===== config.mk =====
export PLATFORM = sky130hd
export DESIGN_NAME = apb_inbuf_stream_port
export DESIGN_NICKNAME = d
export VERILOG_FILES = /design/src/rtl/apb_inbuf_stream_port.sv
export SDC_FILE = /design/constraint.sdc
export NUM_CORES = 1
export LEC_CHECK = 0
export CAP_MARGIN = 10
export CORE_AREA = 2 2 503 505
export CTS_BUF_LIST = sky130_fd_sc_hd__clkbuf_2 sky130_fd_sc_hd__clkbuf_4 sky130_fd_sc_hd__clkbuf_8
export CTS_CLUSTER_DIAMETER = 30
export DETAILED_ROUTE_END_ITERATION = 8
export DIE_AREA = 0 0 505 507
export GPL_ROUTABILITY_DRIVEN = 1
export PLACE_DENSITY_LB_ADDON = 0.08
export SETUP_SLACK_MARGIN = 0.1
export SLEW_MARGIN = 20
export SYNTH_ARGS = -nofsm -noshare
export SYNTH_HDL_FRONTEND = slang
export SYNTH_SLANG_ARGS = --single-unit

===== constraint.sdc =====
create_clock -name clk_i -period 5.3 [get_ports clk_i]
set_input_delay 0.795 -clock clk_i [delete_from_list [all_inputs] [get_ports clk_i]]
set_output_delay 0.795 -clock clk_i [all_outputs]
set_load 0.01 [all_outputs]

===== src/rtl/apb_inbuf_stream_port.sv =====
// rtl/apb_inbuf_stream_port.sv - APB slave: word FIFO push, token handshake, sliced input-buffer readback
// Optional irq_o output and CTRL[2] storage are enabled by defining APB_INBUF_IRQ_EN.

module apb_inbuf_stream_port #(
    parameter int BUS_AW          = 8,
    parameter int BUS_DW          = 32,
    parameter int MAX_CHANNEL_NUM = 128,
    parameter int DOUT_W          = 9,
    parameter int FIFO_DEPTH      = 16,
    parameter int TOKEN_W         = 5
) (
    input  logic                              clk_i,
    input  logic                              rst_n_i,
    input  logic [BUS_AW-1:0]                 apb_paddr_s,
    input  logic                              apb_psel_s,
    input  logic                              apb_penable_s,
    input  logic                              apb_pwrite_s,
    input  logic [BUS_DW-1:0]                 apb_pwdata_s,
    output logic [BUS_DW-1:0]                 apb_prdata_s,
    output logic                              apb_pready_s,
    output logic                              apb_pslverr_s,
    output logic [BUS_DW-1:0]                 wd_data_o,
    output logic                              wd_vld_o,
    input  logic                              wd_rdy_i,
    output logic [TOKEN_W-1:0]                tok_id_o,
    output logic                              tok_vld_o,
    input  logic                              tok_rdy_i,
    input  logic [MAX_CHANNEL_NUM*DOUT_W-1:0] inbuf_dout_i,
    input  logic                              inbuf_dout_vld_i,
`ifdef APB_INBUF_IRQ_EN
    output logic                              irq_o,
`endif
    output logic                              inbuf_dout_rdy_o
);

    localparam int TOT_W      = MAX_CHANNEL_NUM * DOUT_W;
    localparam int NUM_SLICES = (TOT_W + BUS_DW - 1) / BUS_DW;
    localparam int IDX_W      = (NUM_SLICES > 1) ? $clog2(NUM_SLICES) : 1;
    localparam int PTR_W      = $clog2(FIFO_DEPTH);
    localparam int LVL_W      = PTR_W + 1;

    localparam logic [BUS_AW-1:0] A_CTRL    = BUS_AW'(8'h00);
    localparam logic [BUS_AW-1:0] A_STATUS  = BUS_AW'(8'h04);
    localparam logic [BUS_AW-1:0] A_TOKEN   = BUS_AW'(8'h08);
    localparam logic [BUS_AW-1:0] A_WORD    = BUS_AW'(8'h0C);
    localparam logic [BUS_AW-1:0] A_INDEX   = BUS_AW'(8'h10);
    localparam logic [BUS_AW-1:0] A_PAYLOAD = BUS_AW'(8'h14);
    localparam logic [BUS_AW-1:0] A_RELEASE = BUS_AW'(8'h18);

    logic [2:0]         ctrl_q, ctrl_d;
    logic               err_q, err_d;
    logic [IDX_W-1:0]   idx_q, idx_d;
    logic               pend_q, pend_d;
    logic [TOKEN_W-1:0] tok_id_q, tok_id_d;
    logic               tok_vld_q, tok_vld_d;
    logic [PTR_W-1:0]   wr_ptr_q, wr_ptr_d, rd_ptr_q, rd_ptr_d;
    logic [LVL_W-1:0]   level_q, level_d;
    logic [BUS_DW-1:0]  mem_q [FIFO_DEPTH];

    logic access, empty, full, pop, push, err_c, stall_c, ok;
    logic is_ctrl, is_status, is_token, is_word, is_index, is_payload, is_release;
    logic rel_c, wrap_c;
    logic [BUS_DW-1:0] rdata_c, status_c, slice_c;
    logic [NUM_SLICES*BUS_DW-1:0] padded_c;

    assign access     = apb_psel_s & apb_penable_s;
    assign empty      = (level_q == '0);
    assign full       = (level_q == LVL_W'(FIFO_DEPTH));
    assign pop        = ~empty & wd_rdy_i;
    assign is_ctrl    = (apb_paddr_s == A_CTRL);
    assign is_status  = (apb_paddr_s == A_STATUS);
    assign is_token   = (apb_paddr_s == A_TOKEN);
    assign is_word    = (apb_paddr_s == A_WORD);
    assign is_index   = (apb_paddr_s == A_INDEX);
    assign is_payload = (apb_paddr_s == A_PAYLOAD);
    assign is_release = (apb_paddr_s == A_RELEASE);

    always_comb begin
        padded_c = '0;
        padded_c[TOT_W-1:0] = inbuf_dout_i;
        slice_c = padded_c[int'(idx_q)*BUS_DW +: BUS_DW];

        status_c = '0;
        status_c[0]    = inbuf_dout_vld_i;
        status_c[1]    = empty;
        status_c[2]    = full;
        status_c[3]    = err_q;
        status_c[4]    = tok_vld_q;
        status_c[15:8] = 8'(level_q);

        // Each register is legal in one direction only, except CTRL/STATUS/OUT_INDEX
        if (is_token || is_word || is_release)  err_c = ~apb_pwrite_s;
        else if (is_payload)                    err_c = apb_pwrite_s;
        else if (is_ctrl || is_status || is_index) err_c = 1'b0;
        else                                    err_c = 1'b1;

        stall_c = apb_pwrite_s & ((is_token & tok_vld_q & ~tok_rdy_i) |
                                  (is_word & full & ~pop));

        rdata_c = '0;
        if (is_ctrl)         rdata_c[2:0] = ctrl_q;
        else if (is_status)  rdata_c = status_c;
        else if (is_index)   rdata_c[IDX_W-1:0] = idx_q;
        else if (is_payload) rdata_c = slice_c;
    end

    assign apb_pready_s  = access & ~stall_c;
    assign apb_pslverr_s = access & err_c;
    assign apb_prdata_s  = (access & ~apb_pwrite_s & ~err_c) ? rdata_c : '0;
    assign ok            = access & ~stall_c & ~err_c;
    assign push          = ok & apb_pwrite_s & is_word;

    always_comb begin
        ctrl_d    = ctrl_q;
        err_d     = err_q | (access & err_c);
        idx_d     = idx_q;
        tok_id_d  = tok_id_q;
        tok_vld_d = tok_vld_q & ~tok_rdy_i;
        wr_ptr_d  = wr_ptr_q;
        rd_ptr_d  = rd_ptr_q;
        level_d   = level_q;
        wrap_c    = 1'b0;

        if (ok && apb_pwrite_s && is_ctrl) begin
            ctrl_d[0] = apb_pwdata_s[0];
            ctrl_d[1] = apb_pwdata_s[1];
`ifdef APB_INBUF_IRQ_EN
            ctrl_d[2] = apb_pwdata_s[2];
`else
            ctrl_d[2] = 1'b0;
`endif
        end
        if (ok && apb_pwrite_s && is_status && apb_pwdata_s[3]) err_d = 1'b0;
        if (ok && apb_pwrite_s && is_token) begin
            tok_id_d  = apb_pwdata_s[TOKEN_W-1:0];
            tok_vld_d = 1'b1;
        end

        if (ok && apb_pwrite_s && is_index) begin
            if (apb_pwdata_s >= BUS_DW'(NUM_SLICES)) idx_d = IDX_W'(NUM_SLICES - 1);
            else                                     idx_d = apb_pwdata_s[IDX_W-1:0];
        end else if (ok && !apb_pwrite_s && is_payload && ctrl_q[0]) begin
            if (idx_q == IDX_W'(NUM_SLICES - 1)) begin
                idx_d  = '0;
                wrap_c = ctrl_q[1];
            end else begin
                idx_d = idx_q + 1'b1;
            end
        end

        // Flush wins over a concurrent pop; no push can coincide with a CTRL write
        if (ok && apb_pwrite_s && is_ctrl && apb_pwdata_s[3]) begin
            wr_ptr_d = '0;
            rd_ptr_d = '0;
            level_d  = '0;
        end else begin
            if (push) wr_ptr_d = wr_ptr_q + 1'b1;
            if (pop)  rd_ptr_d = rd_ptr_q + 1'b1;
            level_d = level_q + LVL_W'(push) - LVL_W'(pop);
        end
    end

    assign rel_c = (ok & apb_pwrite_s & is_release) | wrap_c;

    always_comb begin
        pend_d = pend_q;
        if (pend_q && inbuf_dout_vld_i) pend_d = 1'b0;
        if (rel_c)                      pend_d = 1'b1;
    end

    always_ff @(posedge clk_i or negedge rst_n_i) begin
        if (!rst_n_i) begin
            ctrl_q    <= '0;
            err_q     <= 1'b0;
            idx_q     <= '0;
            pend_q    <= 1'b0;
            tok_id_q  <= '0;
            tok_vld_q <= 1'b0;
            wr_ptr_q  <= '0;
            rd_ptr_q  <= '0;
            level_q   <= '0;
        end else begin
            ctrl_q    <= ctrl_d;
            err_q     <= err_d;
            idx_q     <= idx_d;
            pend_q    <= pend_d;
            tok_id_q  <= tok_id_d;
            tok_vld_q <= tok_vld_d;
            wr_ptr_q  <= wr_ptr_d;
            rd_ptr_q  <= rd_ptr_d;
            level_q   <= level_d;
        end
    end

    always_ff @(posedge clk_i) begin
        if (push) mem_q[wr_ptr_q] <= apb_pwdata_s;
    end

`ifdef APB_INBUF_IRQ_EN
    logic irq_q;
    always_ff @(posedge clk_i or negedge rst_n_i) begin
        if (!rst_n_i) irq_q <= 1'b0;
        else          irq_q <= ctrl_q[2] & inbuf_dout_vld_i & ~pend_q;
    end
    assign irq_o = irq_q;
`endif

    assign wd_vld_o         = ~empty;
    assign wd_data_o        = empty ? '0 : mem_q[rd_ptr_q];
    assign tok_id_o         = tok_id_q;
    assign tok_vld_o        = tok_vld_q;
    assign inbuf_dout_rdy_o = pend_q;

endmodule


==> results.py <==
metrics = {
    "final_layout": {
        "drive_gt1_frac": 0.274,
        "final_area_sq_um": 52200,
        "final_nets": 4407,
        "syn2layout_area_growth_pct": 70.9,
        "fillCellCount": 26900,
        "stdcell_count": 6719,
    },
    "setup_path": {
        "crit_chain": "buf_12 > buf_12 > buf_12 > mux2_2 > a221oi_1 > buf_4 > nand3_1 > a22o_1 > clkdlybuf4s50_1",
        "start_kind": "flop",
        "worstReg2RegStart": "level_q[2]$_DFF_PN0_",
        "max_stage_delay_ps": 610,
        "ff2ff_setup_slack_ps": 1790,
        "crit_fanout": 34,
        "reg2regPathDepth": 16,
        "arrival_ps": 4220,
        "slowest_stage": "a221oi_1",
        "cpMostUsedCell": "buf_12",
        "cp_num_buf_inv": 5,
        "worst_path_dominant_cell_family": "buffers and inverters",
        "endpoint_kind": "output port",
        "r2r_end": "level_q[4]$_DFF_PN0_",
        "critical_path_class": "reg2out",
        "cp.depth": 9,
        "cp.required_ps": 4510,
    },
    "global_route": {
        "grt_max_degree": 58,
        "grt_usage": 0.199,
        "antenna_found_initial": 226,
        "grt_pass1_vias": 27900,
        "grt_first_pass_wirelength_um": 325000,
        "grt.overflow.total": 0,
        "use_met3": 0.0713,
        "met1_usage": 0.241,
        "use_met2": 0.343,
        "grt_most_used_layer": "met2",
    },
    "clock_tree": {
        "cts_root_buf": "clkbuf_8",
        "clk_path_buf_depth": 3,
        "cts_num_sinks": 541,
        "clk_latency_ps": 810,
        "cts_tree": "done",
        "clkTransAtPathRegs_ps": 50,
        "cts_buffers": 154,
        "ctsHtreeMaxLevel": 4,
    },
    "yosys": {
        "synth_xor_xnor_area_share": 0.00201,
        "synth_ff_type": "edfxtp_1",
        "yosys.area_share.simple": 0.0454,
        "ys_ff_latch": 541,
        "synthCells": 1784,
        "synth_top_family_by_area": "multiplexers",
        "syn_nets": 2997,
        "async_reset_ff_frac": 0.0536,
        "avgSynthCellArea_sq_um": 17.1,
        "ys_seq_area_frac": 0.527,
        "synthAdderAreaFrac": 0.00557,
        "ys_warn_count": 0,
        "synth_compound_area_frac": 0.0609,
        "synth-edff-count": 512,
        "synth_mux_area_frac": 0.334,
        "yosysUniqueCellTypes": 69,
        "syn_area_sq_um": 30500,
    },
    "run_status": {
        "status": "finished, final reports clean",
    },
    "sta": {
        "rsz0062_at_grt": "no",
        "finalWorstSetupSlack_ps": 282,
        "finalSetupViolations": 0,
        "max_freq_mhz": 199,
        "period_needed_ps": 5020,
        "period_share": 0.947,
        "max_slew_margin": 0.284,
        "worst_slew_pin_slew_ps": 1070,
        "skew_ps": 34.4,
        "timing.setup.tns_ps": 0,
        "hold_violations": 0,
        "finalMaxSlewViolations": 0,
    },
    "routing": {
        "wl_um": 263000,
        "vias": 26200,
        "vias_per_cell": 3.89,
        "drc_errors": 0,
        "final_antenna_net_count": 0,
        "wl_per_cell_um": 39.1,
        "dr.pass1.iters": 5,
        "drtIter0Drc": 2108,
    },
    "die": {
        "std_cell_rows": 184,
        "core_sq_um": 250000,
        "die_area_sq_um": 256000,
        "chipHeight_um": 507,
        "ioPinCount": 1274,
        "die_x_um": 505,
        "initial_core_util": 0.122,
    },
    "place": {
        "gp_congestion": 0.855,
        "preCtsSetupSlack_ps": 212,
        "place_hpwl_um": 216000,
        "dpl_cell_area_sq_um": 48400,
        "dp_cells": 6377,
        "port_buffers": 1273,
    },
    "pwr": {
        "p_clk_frac": 0.391,
        "p_sw_uw": 4800,
        "peakVddDrop_mv": 0.212,
        "pwr-share-comb": 0.306,
        "leakagePower_uw": 0.0163,
        "intPower_uw": 12000,
        "powerDensity_nw_per_um2": 322,
        "seqPwrFrac": 0.304,
        "netSwitchingFraction": 0.286,
    },
    "hold_path": {
        "holdCritPathClass": "in2async",
    },
    "flow_run": {
        "maxCapViolCount": 0,
    },
}
==> worst max path at each step <==
| stage | from | endpoint | slack, ps |
|---|---|---|---|
| 3_3_place_gp | apb_paddr_s[0] | apb_prdata_s[16] | 170 |
| 4_1_cts | idx_q[1]$_DFFE_PN0P_ | apb_prdata_s[16] | 60 |
| 5_1_grt | idx_q[1]$_DFFE_PN0P_ | apb_prdata_s[16] | 100 |
| 2_1_floorplan | apb_paddr_s[2] | mem_q[0][0]$_DFFE_PP_ | -30 |
| 6_report | idx_q[0]$_DFFE_PN0P_ | apb_prdata_s[14] | 280 |
| 3_5_place_dp | apb_paddr_s[0] | apb_prdata_s[16] | 210 |
==> registers in the layout, summed over array words and instances (netlist names) <==
| register | count |
|---|---|
| inbuf_dout_rdy_o | 1 |
| tok_id_o | 5 |
| err_q | 1 |
| mem_q | 512 |
| level_q | 5 |
| idx_q | 6 |
| rd_ptr_q | 4 |
| ctrl_q | 2 |
| wr_ptr_q | 4 |
| tok_vld_o | 1 |
==> stage by stage <==
stage          power (uW)  utilization  hold WS [ps]
6_report            16800        0.208           135
2_1_floorplan        7490            -           499
5_1_grt             17500        0.208          87.9
3_3_place_gp        10400        0.193           546
4_1_cts             17100        0.208          76.5
3_5_place_dp        10400        0.193           533
==> power by group through the flow <==
stage | clock (uW) | combinational (uW) | sequential [uW]
5_1_grt | 6970 | 5450 | 5120
6_report | 6560 | 5130 | 5090
3_5_place_dp | 0 | 5240 | 5200
3_3_place_gp | 0 | 5250 | 5200
2_1_floorplan | 0 | 2660 | 4830
4_1_cts | 6760 | 5260 | 5120
==> cells in the mapped netlist, drive strengths merged, types with 2 or more instances <==
library cell | n | area share
a211o | 2 | 0.00057
a211oi | 18 | 0.0044
a21boi | 2 | 0.00049
a21o | 3 | 0.00074
a21oi | 58 | 0.0095
a221o | 3 | 0.00098
a221oi | 25 | 0.0072
a22o | 27 | 0.0077
a22oi | 54 | 0.013
a31oi | 4 | 0.00082
a41oi | 4 | 0.0011
and2 | 35 | 0.0072
and3 | 11 | 0.0023
buf | 59 | 0.0089
clkbuf | 106 | 0.013
dfrtp | 29 | 0.024
edfxtp | 512 | 0.50
ha | 12 | 0.0049
inv | 20 | 0.0025
mux2 | 55 | 0.020
mux2i | 76 | 0.025
mux4 | 392 | 0.29
nand2 | 54 | 0.0066
nand3 | 46 | 0.0075
nand3b | 7 | 0.0017
nand4 | 7 | 0.0014
nand4b | 2 | 0.00057
nor2 | 29 | 0.0036
nor2b | 8 | 0.0016
nor3 | 19 | 0.0033
nor3b | 5 | 0.0012
nor4 | 14 | 0.0033
o21ai | 11 | 0.0018
o221ai | 14 | 0.0040
o22a | 2 | 0.00057
o22ai | 16 | 0.0033
o31a | 2 | 0.00057
o32ai | 2 | 0.00057
or2 | 2 | 0.00049
or3 | 8 | 0.0016
or3b | 2 | 0.00057
or4 | 2 | 0.00061
xnor2 | 3 | 0.00086
xor2 | 4 | 0.0011
==> layer usage <==
| layer | wire length, um | vias up |
|---|---|---|
| li1 | - | 10700 |
| met1 | 106000 | 13700 |
| met2 | 130000 | 1356 |
| met3 | 23200 | 352 |
| met4 | 3780 | 92 |
| met5 | 596 | - |
==> placed cells by master (no fill, tap or decap), types with 11 or more instances in the layout <==
cell type / Yosys / final
a211oi_1: 18 / 17
a21oi_1: 58 / 58
a221oi_1: 25 / 24
a22o_1: 27 / 27
a22oi_1: 54 / 49
and2_1: 35 / 34
and3_1: 11 / 11
buf_12: 0 / 33
buf_4: 0 / 116
bufinv_16: 0 / 26
clkbuf_4: 0 / 25
clkbuf_8: 0 / 160
clkdlybuf4s50_1: 0 / 1268
clkinv_1: 0 / 21
clkinv_2: 0 / 22
clkinvlp_4: 0 / 11
dfrtp_1: 29 / 20
diode_2: 0 / 57
edfxtp_1: 512 / 512
ha_1: 12 / 12
inv_1: 20 / 19
mux2_2: 55 / 55
mux2i_1: 76 / 76
mux4_2: 392 / 392
nand2_1: 54 / 54
nand3_1: 46 / 43
nor2_1: 29 / 24
nor3_2: 1 / 11
o21ai_0: 11 / 11
o221ai_1: 14 / 14
o22ai_1: 16 / 16
==> cell type report <==
| type | count | area (sq um) | share of cell area |
|---|---|---|---|
| tap | 3348 | 4190 | 0.0803 |
| antenna | 57 | 143 | 0.00273 |
| sequential | 541 | 16100 | 0.309 |
| clock buffer | 185 | 2390 | 0.0458 |
| inverter | 20 | 75.1 | 0.00144 |
| clock inverter | 91 | 1150 | 0.0221 |
| timing repair buffer | 1419 | 14200 | 0.273 |
| multi-input combinational | 1058 | 13900 | 0.266 |
==> cells by family (layout without fill, tap and decap cells) <==
group	Yosys count	in the layout
AND/OR/NAND/NOR	257	257
buffers and inverters	185	1715
AO/OA/AOI/OAI	258	258
XOR/XNOR	7	7
other	0	57
flip-flops	541	541
multiplexers	523	523
adder cells (fa/ha/maj)	13	13
==> timing repair <==
| item | CTS | global route |
|---|---|---|
| setup buffers | 9 | 0 |
| resized for setup | 8 | 3 |
| hold buffers | 0 | 0 |
| pin swaps | 1 | 0 |
| setup endpoints to repair | 20 | 3 |
Power figures use the tool's default switching activity.
